==> config.mk <==
export PLATFORM = sky130hd
export DESIGN_NAME = mem_access_ctrl_flat
export DESIGN_NICKNAME = d
export VERILOG_FILES = /design/src/rtl/mem_access_ctrl_if.sv /design/src/rtl/mem_access_ctrl.sv /design/src/flat_wrapper.sv
export SDC_FILE = /design/constraint.sdc
export NUM_CORES = 1
export LEC_CHECK = 0
export CORE_ASPECT_RATIO = 0.9
export CORE_UTILIZATION = 40
export CTS_CLUSTER_DIAMETER = 80
export DETAILED_ROUTE_END_ITERATION = 10
export GPL_TIMING_DRIVEN = 1
export PLACE_DENSITY_LB_ADDON = 0.3
export SLEW_MARGIN = 20
export SYNTH_ARGS = -nofsm -noshare
export SYNTH_HDL_FRONTEND = slang
export SYNTH_SLANG_ARGS = --single-unit
==> constraint.sdc <==
create_clock -name clk -period 5.68 [get_ports clk]
set_clock_uncertainty 0.15 [all_clocks]
set_input_delay 0.568 -clock clk [delete_from_list [all_inputs] [get_ports clk]]
set_output_delay 0.568 -clock clk [all_outputs]
set_load 0.1 [all_outputs]
==> src/rtl/mem_access_ctrl_if.sv <==
// Bus bundle between the MEM stage, the access controller and the data memory.
// The controller owns the slave modport; the pipeline/memory side owns master.
interface mem_access_ctrl_if;
   logic        mem_r_en;
   logic        mem_w_en;
   logic [31:0] alu_res;
   logic [31:0] val_rm;
   logic [31:0] dm_rd_data;
   logic        dm_r_en;
   logic        dm_w_en;
   logic [31:0] dm_addr;
   logic [31:0] dm_wdata;
   logic [31:0] rdata;
   logic        ready;
   logic        addr_fault;
   logic        freeze;

   modport master (
      output mem_r_en, mem_w_en, alu_res, val_rm, dm_rd_data,
      input  dm_r_en, dm_w_en, dm_addr, dm_wdata, rdata, ready, addr_fault, freeze
   );

   modport slave (
      input  mem_r_en, mem_w_en, alu_res, val_rm, dm_rd_data,
      output dm_r_en, dm_w_en, dm_addr, dm_wdata, rdata, ready, addr_fault, freeze
   );
endinterface

==> src/rtl/mem_access_ctrl.sv <==
// Multi-cycle data-memory access controller: window check, wait-stated strobe,
// pipeline freeze and load-data capture for the MEM/WB register.
module mem_access_ctrl #(
   parameter logic [31:0] BASE_ADDR   = 32'd1024,
   parameter int unsigned DEPTH       = 64,
   parameter int unsigned WAIT_CYCLES = 2
) (
   input logic              clk,
   input logic              rst,
   mem_access_ctrl_if.slave bus
);

   localparam logic [31:0] EndAddr = BASE_ADDR + 32'(4 * DEPTH);
   localparam logic [3:0]  CntInit = 4'(WAIT_CYCLES - 1);

   typedef enum logic [1:0] {StIdle, StBusy, StDone} state_e;

   state_e      state_q;
   logic [3:0]  cnt_q;
   logic        op_write_q;
   logic [31:0] addr_q;
   logic [31:0] wdata_q;
   logic [31:0] rdata_q;
   logic        ready_q;
   logic        fault_q;
   logic        req;
   logic        fault;
   logic        strobe;

   assign req   = bus.mem_r_en | bus.mem_w_en;
   assign fault = (bus.alu_res < BASE_ADDR) || (bus.alu_res >= EndAddr) ||
                  (bus.alu_res[1:0] != 2'b00);

   always_ff @(posedge clk) begin
      if (!rst) begin
         state_q    <= StIdle;
         cnt_q      <= 4'd0;
         op_write_q <= 1'b0;
         addr_q     <= 32'd0;
         wdata_q    <= 32'd0;
         rdata_q    <= 32'd0;
         ready_q    <= 1'b0;
         fault_q    <= 1'b0;
      end else begin
         ready_q <= 1'b0;
         unique case (state_q)
            StIdle: begin
               if (req) begin
                  addr_q     <= bus.alu_res;
                  wdata_q    <= bus.val_rm;
                  op_write_q <= bus.mem_w_en;  // write wins when both are requested
                  if (fault) begin
                     state_q <= StDone;
                     ready_q <= 1'b1;
                     fault_q <= 1'b1;
                     if (!bus.mem_w_en) rdata_q <= 32'd0;
                  end else begin
                     state_q <= StBusy;
                     cnt_q   <= CntInit;
                     fault_q <= 1'b0;
                  end
               end
            end
            StBusy: begin
               if (cnt_q != 4'd0) begin
                  cnt_q <= cnt_q - 4'd1;
               end else begin
                  if (!op_write_q) rdata_q <= bus.dm_rd_data;
                  state_q <= StDone;
                  ready_q <= 1'b1;
               end
            end
            StDone: begin
               // A request seen here belongs to the instruction just completed.
               state_q <= StIdle;
               fault_q <= 1'b0;
            end
            default: state_q <= StIdle;
         endcase
      end
   end

   assign strobe = rst && (state_q == StBusy) && (cnt_q == 4'd0);

   assign bus.dm_r_en    = strobe & ~op_write_q;
   assign bus.dm_w_en    = strobe & op_write_q;
   assign bus.dm_addr    = addr_q;
   assign bus.dm_wdata   = wdata_q;
   assign bus.rdata      = rdata_q;
   assign bus.ready      = ready_q;
   assign bus.addr_fault = fault_q;
   assign bus.freeze     = rst && (((state_q == StIdle) && req) || (state_q == StBusy));

endmodule

==> src/flat_wrapper.sv <==
// flat-port wrapper written by rule: the top's interface ports become plain ports
module mem_access_ctrl_flat 
#(
   parameter logic [31:0] BASE_ADDR   = 32'd1024,
   parameter int unsigned DEPTH       = 64,
   parameter int unsigned WAIT_CYCLES = 2
)
  (clk, rst, bus_mem_r_en, bus_mem_w_en, bus_alu_res, bus_val_rm, bus_dm_rd_data, bus_dm_r_en, bus_dm_w_en, bus_dm_addr, bus_dm_wdata, bus_rdata, bus_ready, bus_addr_fault, bus_freeze);
  mem_access_ctrl_if bus_i ();
  input logic clk;
  input logic rst;
  input wire logic [$bits(bus_i.mem_r_en)-1:0] bus_mem_r_en;
  input wire logic [$bits(bus_i.mem_w_en)-1:0] bus_mem_w_en;
  input wire logic [$bits(bus_i.alu_res)-1:0] bus_alu_res;
  input wire logic [$bits(bus_i.val_rm)-1:0] bus_val_rm;
  input wire logic [$bits(bus_i.dm_rd_data)-1:0] bus_dm_rd_data;
  output wire logic [$bits(bus_i.dm_r_en)-1:0] bus_dm_r_en;
  output wire logic [$bits(bus_i.dm_w_en)-1:0] bus_dm_w_en;
  output wire logic [$bits(bus_i.dm_addr)-1:0] bus_dm_addr;
  output wire logic [$bits(bus_i.dm_wdata)-1:0] bus_dm_wdata;
  output wire logic [$bits(bus_i.rdata)-1:0] bus_rdata;
  output wire logic [$bits(bus_i.ready)-1:0] bus_ready;
  output wire logic [$bits(bus_i.addr_fault)-1:0] bus_addr_fault;
  output wire logic [$bits(bus_i.freeze)-1:0] bus_freeze;
  assign bus_i.mem_r_en = bus_mem_r_en;
  assign bus_i.mem_w_en = bus_mem_w_en;
  assign bus_i.alu_res = bus_alu_res;
  assign bus_i.val_rm = bus_val_rm;
  assign bus_i.dm_rd_data = bus_dm_rd_data;
  assign bus_dm_r_en = bus_i.dm_r_en;
  assign bus_dm_w_en = bus_i.dm_w_en;
  assign bus_dm_addr = bus_i.dm_addr;
  assign bus_dm_wdata = bus_i.dm_wdata;
  assign bus_rdata = bus_i.rdata;
  assign bus_ready = bus_i.ready;
  assign bus_addr_fault = bus_i.addr_fault;
  assign bus_freeze = bus_i.freeze;
  mem_access_ctrl #(.BASE_ADDR(BASE_ADDR), .DEPTH(DEPTH), .WAIT_CYCLES(WAIT_CYCLES)) u_core (.clk(clk), .rst(rst), .bus(bus_i));
endmodule
==> results.toml, run 1 <==
[outcome]
status = "completed"

[power_and_ir_drop]
pwr_density_cell_mw_per_mm2 = 315
p_seq_frac = 0.402
p_leak_nw = 2.32
p_sw_mw = 0.732
p_int_mw = 1.28
p_clk_frac = 0.290
sw_frac_of_total = 0.364
vdd_ir_drop_max_uv = 216
pwr-share-comb = 0.309

[yosys]
yosys-top-cells-count = "nand2_1 (165), dfxtp_1 (105), a21boi_0 (64)"
synthCells = 489
synth-compound-area-share = 0.192
synth_top_family_by_area = "simple AND/OR/NAND/NOR gates"
yosysSeqAreaShare = 0.515
yosysMostFrequentCell = "nand2_1"
netlist_area_mm2 = 0.00408
synth_fa_ha_area_frac = 0.00613
synthTopCellsByArea = "dfxtp_1 (52%), nand2_1 (15%), a21boi_0 (12%)"
yosysTopAreaCell = "dfxtp_1"
synth_cell_types = 35
yosys_warnings = 0
syn-num-nets = 591
synth_seq_cells = 105
netlist.area_leader.share = 0.515
synthArstFlopShare = 0
synth_xor_area_frac = 0
syn_avg_cell_area_um2 = 8.34
synthSimpleGateAreaFrac = 0.235
synth_edf_count = 0
synthMuxAreaShare = 0.00245
ys.flop_type = "dfxtp_1"

[grt]
grt_pass1_wl_um = 17700
grt-ovfl-total = 0
grt_max_degree = 102
gr-usage-all-layers = 0.212
grt_antenna_before_repair = 1
grt_pass1_vias = 3667

[detailed_routing]
wirelength_um = 11100
drtIter0Drc = 227
viasPerCell = 4.87
wl_per_cell_um = 14.0
ant_nets = 0
vias = 3895
drt_pass1_iterations = 4
drc = 0

[clock_tree]
cts_resized = 0
clk_pin_slew_ns = 0.06
root_buffer = "clkbuf_16"
cts_sinks = 105
postCtsSetupBuffers = 0
cts_buffer_depth = 2
ctsHoldBuffers = 0
numCtsBuffers = 9
cts_tree = "built"
clk-insertion-delay-late_ns = 0.33
cts.htree.levels = 3

[placement]
portBuffers = 200
place.gp.congestion = 0.732
hpwl_um = 7780

[timing]
finalHoldViolCount = 0
worstMarginPinSlew_ns = 1.01
finalMaxSlewViolations = 0
setup_tns_ns = 0
fin_crit_sh = 0.584
finalSetupViolCount = 0
relSlewSlack = 0.323
fin_crit_ns = 3.31
rsz0062_at_grt = "no"
fmax_mhz = 302

[final_layout]
area_growth_pct = 56.2
post-route-util = 0.651
layout-drive-gt1-share = 0.0416
seq_area_mm2 = 0.00210
nFillCells = 834
multi_input_area_mm2 = 0.00179
n_antenna_cell = 0
nets = 770

[floorplan]
start_util = 0.417
num_rows = 34
core_mm2 = 0.00978
dieArea_mm2 = 0.0106
ioPinCount = 201
die_w_um = 108
fp.dieH_um = 97.8

[min_path]
hp-class = "reg -> reg"

[critical_path]
start_kind = "primary input"
critical_path_class = "in -> out"
crit_fanout = 6
critPathRequiredTime_ns = 4.96
worstPathArrival_ns = 2.60
end_kind = "output pin"

[flow_run]
cap_violations = 0
metal layers:
layer | vias up | GRT usage | share of wire
met4 | 2 | 0.0624 | 0.015
met5 | - | 0 | 0.0012
li1 | 1982 | - | -
met1 | 1763 | 0.253 | 0.41
met3 | 17 | 0.0781 | 0.086
met2 | 131 | 0.355 | 0.48
flip-flops by register name (all words and copies together), names as in the netlist:
| signal | cells |
|---|---|
| u_core.bus.addr_fault | 1 |
| u_core.bus.dm_addr | 32 |
| u_core.bus.dm_wdata | 32 |
| u_core.bus.rdata | 32 |
| u_core.bus.ready | 1 |
| u_core.cnt_q | 4 |
| u_core.op_write_q | 1 |
| u_core.state_q | 2 |
worst paths after layout:
| kind | start | end | slack [ns] | cells past startpoint |
|---|---|---|---|---|
| max | bus_mem_w_en | bus_freeze | 2.37 | 3 |
| min | u_core.bus.rdata[14]$_SDFFE_PN0P_ | u_core.bus.rdata[14]$_SDFFE_PN0P_ | 0.31 | 2 |
| max reg2reg | u_core.state_q[0]$_SDFFE_PN0P_ | u_core.cnt_q[2]$_SDFFE_PN0P_ | 3.33 | 6 |
| min reg2reg | u_core.bus.rdata[14]$_SDFFE_PN0P_ | u_core.bus.rdata[14]$_SDFFE_PN0P_ | 0.31 | 2 |
through the flow:
stage / hold slack [ns] / instance area, um^2 / total power [mW] / cells / worst slack (ns)
finish: 0.312 / 6370 / 2.01 / 799 / 2.37
global route: 0.333 / 6370 / 2.10 / 799 / 2.34
CTS: 0.315 / 6370 / 2.03 / 799 / 2.36
detailed placement: 0.306 / 6090 / 1.45 / 783 / 2.37
global placement: 0.292 / 6090 / 1.44 / 783 / 2.38
floorplan: 0.300 / 4080 / 1.26 / 489 / 2.58
layout by cell type (no fill, tap or decap), types with 3 or more instances in the layout:
cell type | Yosys | final
a21boi_0 | 64 | 64
buf_4 | 4 | 6
clkbuf_16 | 0 | 9
clkdlybuf4s50_1 | 0 | 197
dfxtp_1 | 105 | 105
inv_1 | 4 | 4
nand2_1 | 165 | 165
nand3_1 | 32 | 32
nor2_1 | 10 | 10
nor3_1 | 4 | 3
nor3b_1 | 3 | 3
nor4_1 | 4 | 4
o21ai_0 | 31 | 30
o21ai_1 | 6 | 6
cells by family after synthesis:
| logic type | after synthesis |
|---|---|
| AO/OA/AOI/OAI | 113 |
| AND/OR/NAND/NOR | 228 |
| multiplexers | 1 |
| adder cells (fa/ha/maj) | 2 |
| flip-flops | 105 |
| buffers and inverters | 40 |
area by class of cell:
class | count | share of cell area
Clock buffer | 12 | 0.0403
Timing Repair Buffer | 204 | 0.317
Sequential cell | 105 | 0.330
Multi-Input combinational cell | 344 | 0.281
Tap cell | 126 | 0.0247
Clock inverter | 4 | 0.00432
Inverter | 4 | 0.00236
power groups by stage:
| stage | Combinational [mW] | Sequential, mW | Clock (mW) |
|---|---|---|---|
| 2_1_floorplan | 0.137 | 1.12 | 0 |
| 3_3_place_gp | 0.617 | 0.821 | 0 |
| 3_5_place_dp | 0.623 | 0.824 | 0 |
| 4_1_cts | 0.624 | 0.807 | 0.599 |
| 5_1_grt | 0.652 | 0.812 | 0.635 |
| 6_report | 0.620 | 0.807 | 0.583 |
critical path, stage by stage:
cell and delay [ns]:
clkdlybuf4s50_1 0.63, o311a_1 0.24, clkdlybuf4s50_1 1.15
Note: power is estimated with default switching activity, not from simulation.
==> run 2: changes to the inputs <==
==> constraint.sdc (replaced) <==
create_clock -name clk -period 3.1 [get_ports clk]
set_clock_uncertainty 0.15 [all_clocks]
set_input_delay 0.31 -clock clk [delete_from_list [all_inputs] [get_ports clk]]
set_output_delay 0.31 -clock clk [all_outputs]
set_load 0.1 [all_outputs]
==> run 2 against run 1 <==
Net effect:
- clock power is 110% higher
- global-route usage shrank 0.21 points
- critical path depth grew 5
- highest routed layer unchanged
- non-clock buffer count is 2 higher
- worst hold slack worse by 0.083 ns
- sequential cell count is the same
- sequential share of layout area rose by 0.76 points
- via count grew 1.2%
==> results.toml, run 2 (synthesis results as in run 1) <==
[outcome]
status = "completed"

[final_layout]
layout_common_cells = "nand2_1 (165), dfxtp_1 (105), buf_4 (103)"
nets = 772
n_antenna_cell = 0
nFillCells = 831
area_growth_pct = 52.7
layout_commonest_cell = "nand2_1"
stdcell_count = 801
layout-drive-gt1-share = 0.191

[clock_tree]
ctsHoldBuffers = 0
root_buffer = "clkbuf_16"
cts_buffer_depth = 2
clk-insertion-delay-late_ns = 0.34
cts_tree = "built"
numCtsBuffers = 9
cts_resized = 0
postCtsSetupBuffers = 0
cts_sinks = 105
clk_pin_slew_ns = 0.07
cts.htree.levels = 3

[timing]
relSlewSlack = 0.378
finalMaxSlewViolations = 0
fin_crit_sh = 0.786
finalSetupViolCount = 0
fin_crit_ns = 2.44
fmax_mhz = 411
worstMarginPinSlew_ns = 0.933
finalHoldViolCount = 0
rsz0062_at_grt = "no"
setup_tns_ns = 0

[flow_run]
cap_violations = 0

[critical_path]
critPathMaxStageDelay_ns = 0.49
crit_fanout = 64
end_kind = "flip-flop"
start_kind = "primary input"
slowest_stage = "nor4_1"
critPathRequiredTime_ns = 3.21
worstPathArrival_ns = 2.54
path_cells = "clkdlybuf4s50_1, nor4_1, buf_4, nand4_1, o311ai_4, buf_12, nand3_1, o21ai_0"
critical_path_class = "in -> reg"

[detailed_routing]
drt_pass1_iterations = 4
viasPerCell = 4.92
ant_nets = 0
wirelength_um = 11000
drc = 0
drtIter0Drc = 263
vias = 3943
wl_per_cell_um = 13.7

[floorplan]
fp.dieH_um = 97.8
ioPinCount = 201
core_mm2 = 0.00978
die_w_um = 108
dieArea_mm2 = 0.0106
start_util = 0.417
num_rows = 34

[grt]
grt_max_degree = 105
grt_pass1_wl_um = 17700
gr-usage-all-layers = 0.210
grt_antenna_before_repair = 1
grt_pass1_vias = 3734
grt-ovfl-total = 0

[placement]
hpwl_um = 7780
portBuffers = 200
placed_cells = 785
place.gp.congestion = 0.830

[power_and_ir_drop]
vdd_ir_drop_max_uv = 388
p_leak_nw = 2.54
pwr_density_cell_mw_per_mm2 = 613

[min_path]
hp-class = "in -> reg"
run 2: worst paths after layout:
| check | slack, ns | from | end | cells past startpoint |
|---|---|---|---|---|
| setup / recovery | 0.66 | bus_alu_res[0] | u_core.bus.rdata[9]$_SDFFE_PN0P_ | 8 |
| hold reg to reg | 0.31 | u_core.bus.rdata[13]$_SDFFE_PN0P_ | u_core.bus.rdata[13]$_SDFFE_PN0P_ | 2 |
| setup reg to reg | 0.89 | u_core.cnt_q[0]$_SDFFE_PN0P_ | u_core.bus.rdata[9]$_SDFFE_PN0P_ | 8 |
| hold / removal | 0.23 | rst | u_core.bus.ready$_SDFF_PN0_ | 4 |
run 2: per-layer routing:
layer / routed length, um / vias to the layer above / track usage
met3: 882 / 17 / 0.0708
met5: 13 / - / 0
met4: 206 / 2 / 0.0717
li1: - / 1989 / -
met2: 5230 / 139 / 0.346
met1: 4650 / 1796 / 0.256
run 2: critical path: cells and delay by family:
kind            cells  cell delay (ns)
buf+inv             3             0.88
simple gates        3             0.80
compound gates      2             0.51
run 2: where the power goes:
group          total, mW  internal [mW]  switching [mW]
logic               1.12          0.303           0.821
registers           1.48           1.43          0.0480
clock network       1.21          0.715           0.499
run 2: stage by stage:
stage               power [mW]  setup slack, ns  instance area, um^2  hold WS [ns]  utilization
global placement          2.62            0.415                 5900         0.295        0.603
detailed placement        2.64            0.337                 5900         0.304        0.603
CTS                       3.86            0.660                 6230         0.215        0.637
floorplan                 2.31            0.306                 4080         0.293            -
finish                    3.82            0.665                 6230         0.229        0.637
global route              3.97            0.505                 6230         0.249        0.637
run 2: cell type report:
cell class	count	area, um^2	area share
multi-input cells	344	1790	0.287
inverters	4	15.0	0.00241
flip-flops and latches	105	2100	0.337
repair buffers	206	1840	0.295
clock buffers	9	225	0.0362
well taps	126	158	0.0253
clock inverters	7	100	0.0161
==> run 3: changes to the inputs <==
==> constraint.sdc (replaced) <==
create_clock -name clk -period 2.35 [get_ports clk]
set_clock_uncertainty 0.15 [all_clocks]
set_input_delay 0.235 -clock clk [delete_from_list [all_inputs] [get_ports clk]]
set_output_delay 0.235 -clock clk [all_outputs]
set_load 0.1 [all_outputs]
==> run 3 against run 2 <==
Net effect:
- wire length increased by 3.1%
- final area increased by 1.7%
- first-iteration DRC count decreased by 25%
- die area unchanged
- sequential power increased by 32%
- global-route usage increased by 0.65 points
- cell count increased by 1.5%
- count of clock-buffer cells in the layout increased by 3
- via count increased by 1.0%
- core utilization increased by 1.1 points
- worst hold slack improved by 0.022 ns
- critical path type is now reg -> out
- largest cell class unchanged
- largest power group unchanged
==> results.toml, run 3 (synthesis results as in run 1) <==
[outcome]
status = "completed"

[grt]
grt_pass1_vias = 3819
grt_antenna_before_repair = 0
grt_pass1_wl_um = 18000
grt_max_degree = 79
grt-ovfl-total = 0
gr-usage-all-layers = 0.217

[detailed_routing]
top_layer = "met4"
vias = 3983
wirelength_um = 11300
route.met2.wl_um = 5570
routed-wl-met3_um = 777
drt_pass1_iterations = 6
wl_per_cell_um = 13.9
viasPerCell = 4.90
drtIter0Drc = 197
drt-met1-wl_um = 4700
drc = 0
ant_nets = 0

[final_layout]
layout_common_cells = "nand2_1 (165), buf_4 (110), dfxtp_1 (105)"
nets = 783
layout_commonest_cell = "nand2_1"
stdcell_count = 813
layout-drive-gt1-share = 0.206
area_growth_pct = 55.3
post-route-util = 0.648
fin_area_mm2 = 0.00634

[clock_tree]
cts_tree = "built"
cts_buffer_depth = 2
numCtsBuffers = 9
ctsHoldBuffers = 0
postCtsSetupBuffers = 0
root_buffer = "clkbuf_16"
clk_pin_slew_ns = 0.07
cts.htree.levels = 3
cts_sinks = 105
clk-insertion-delay-late_ns = 0.34

[flow_run]
cap_violations = 0

[timing]
setup_tns_ns = 0
fmax_mhz = 463
worstMarginPinSlew_ns = 0.654
finalSetupViolCount = 0
fin_crit_sh = 0.919
fin_crit_ns = 2.16
finalHoldViolCount = 0
relSlewSlack = 0.564
rsz0062_at_grt = "no"
finalMaxSlewViolations = 0

[floorplan]
core_mm2 = 0.00978
num_rows = 34
dieArea_mm2 = 0.0106
start_util = 0.417
ioPinCount = 201
die_w_um = 108
fp.dieH_um = 97.8

[critical_path]
worstPathArrival_ns = 1.77
slowest_stage = "dfxtp_1"
end_kind = "output pin"
path_cells = "inv_1, ha_1, nor3b_2, nand2_1, nor2_1, buf_12"
start_kind = "flip-flop"
critPathRequiredTime_ns = 1.97
crit_fanout = 4
critPathMaxStageDelay_ns = 0.34
critical_path_class = "reg -> out"

[power_and_ir_drop]
sw_frac_of_total = 0.364
p_sw_mw = 1.79
vdd_ir_drop_max_uv = 577
p_int_mw = 3.13
p_clk_frac = 0.293
p_leak_nw = 2.60
pwr-share-comb = 0.310
pwr_density_cell_mw_per_mm2 = 778
p_seq_frac = 0.397

[placement]
placed_cell_area_mm2 = 0.00604
portBuffers = 200
place.gp.congestion = 0.843
placed_cells = 796
hpwl_um = 8260

[min_path]
hp-class = "in -> reg"
run 3: cell count changes in the layout (fill, tap and decap cells not counted), moves of 2 or more:
cell       before  now
buf_4         103  110
buf_12          4    8
clkbuf_8        0    3
bufinv_16       2    0
inv_6           2    0
run 3: final cells by class:
type | instances | area (um^2)
Sequential cell | 105 | 2100
Inverter | 4 | 15.0
Clock inverter | 4 | 26.3
Fill cell | 846 | 3450
Multi-Input combinational cell | 344 | 1800
Antenna cell | 1 | 2.50
Clock buffer | 12 | 267
Tap cell | 126 | 158
Timing Repair Buffer | 217 | 1970
run 3: metal layers:
metal,up-vias,global-route usage
met5,-,0
met4,0,0.0852
met2,122,0.379
li1,2013,-
met1,1829,0.246
met3,19,0.0628
run 3: critical path, delay by kind of cell, from the launching register on:
kind | cells | cell delay, ns
AND/OR/NAND/NOR | 3 | 0.58
buffers and inverters | 2 | 0.32
flip-flops | 1 | 0.34
adder cells (fa/ha/maj) | 1 | 0.19
run 3: worst paths after layout:
path	slack, ns	endpoint	cells after the start	from
min	0.25	u_core.cnt_q[1]$_SDFFE_PN0P_	3	rst
max reg2reg	0.32	u_core.bus.rdata[12]$_SDFFE_PN0P_	8	u_core.cnt_q[0]$_SDFFE_PN0P_
max	0.19	bus_dm_r_en	6	u_core.cnt_q[0]$_SDFFE_PN0P_
min reg2reg	0.31	u_core.bus.rdata[17]$_SDFFE_PN0P_	2	u_core.bus.rdata[17]$_SDFFE_PN0P_
run 3: stage by stage:
step,power [mW],setup slack (ns),hold slack [ns]
global placement,3.51,-0.129,0.293
CTS,4.97,0.0284,0.236
global route,5.12,0.0605,0.269
floorplan,3.05,-0.369,0.218
finish,4.93,0.191,0.251
detailed placement,3.53,-0.159,0.304
run 3: repair_timing:
action                                  in CTS  in global routing
gates resized for setup                      0                  1
endpoints found under the setup margin       0                  2
endpoints found under the hold margin        0                  0
run 3: power groups by stage:
stage	clock network (mW)	registers (mW)	logic [mW]
final	1.44	1.95	1.53
after global routing	1.55	1.97	1.61
after CTS	1.48	1.95	1.54
after detailed placement	0	1.99	1.54
after global placement	0	1.99	1.52
after floorplan	0	2.72	0.332
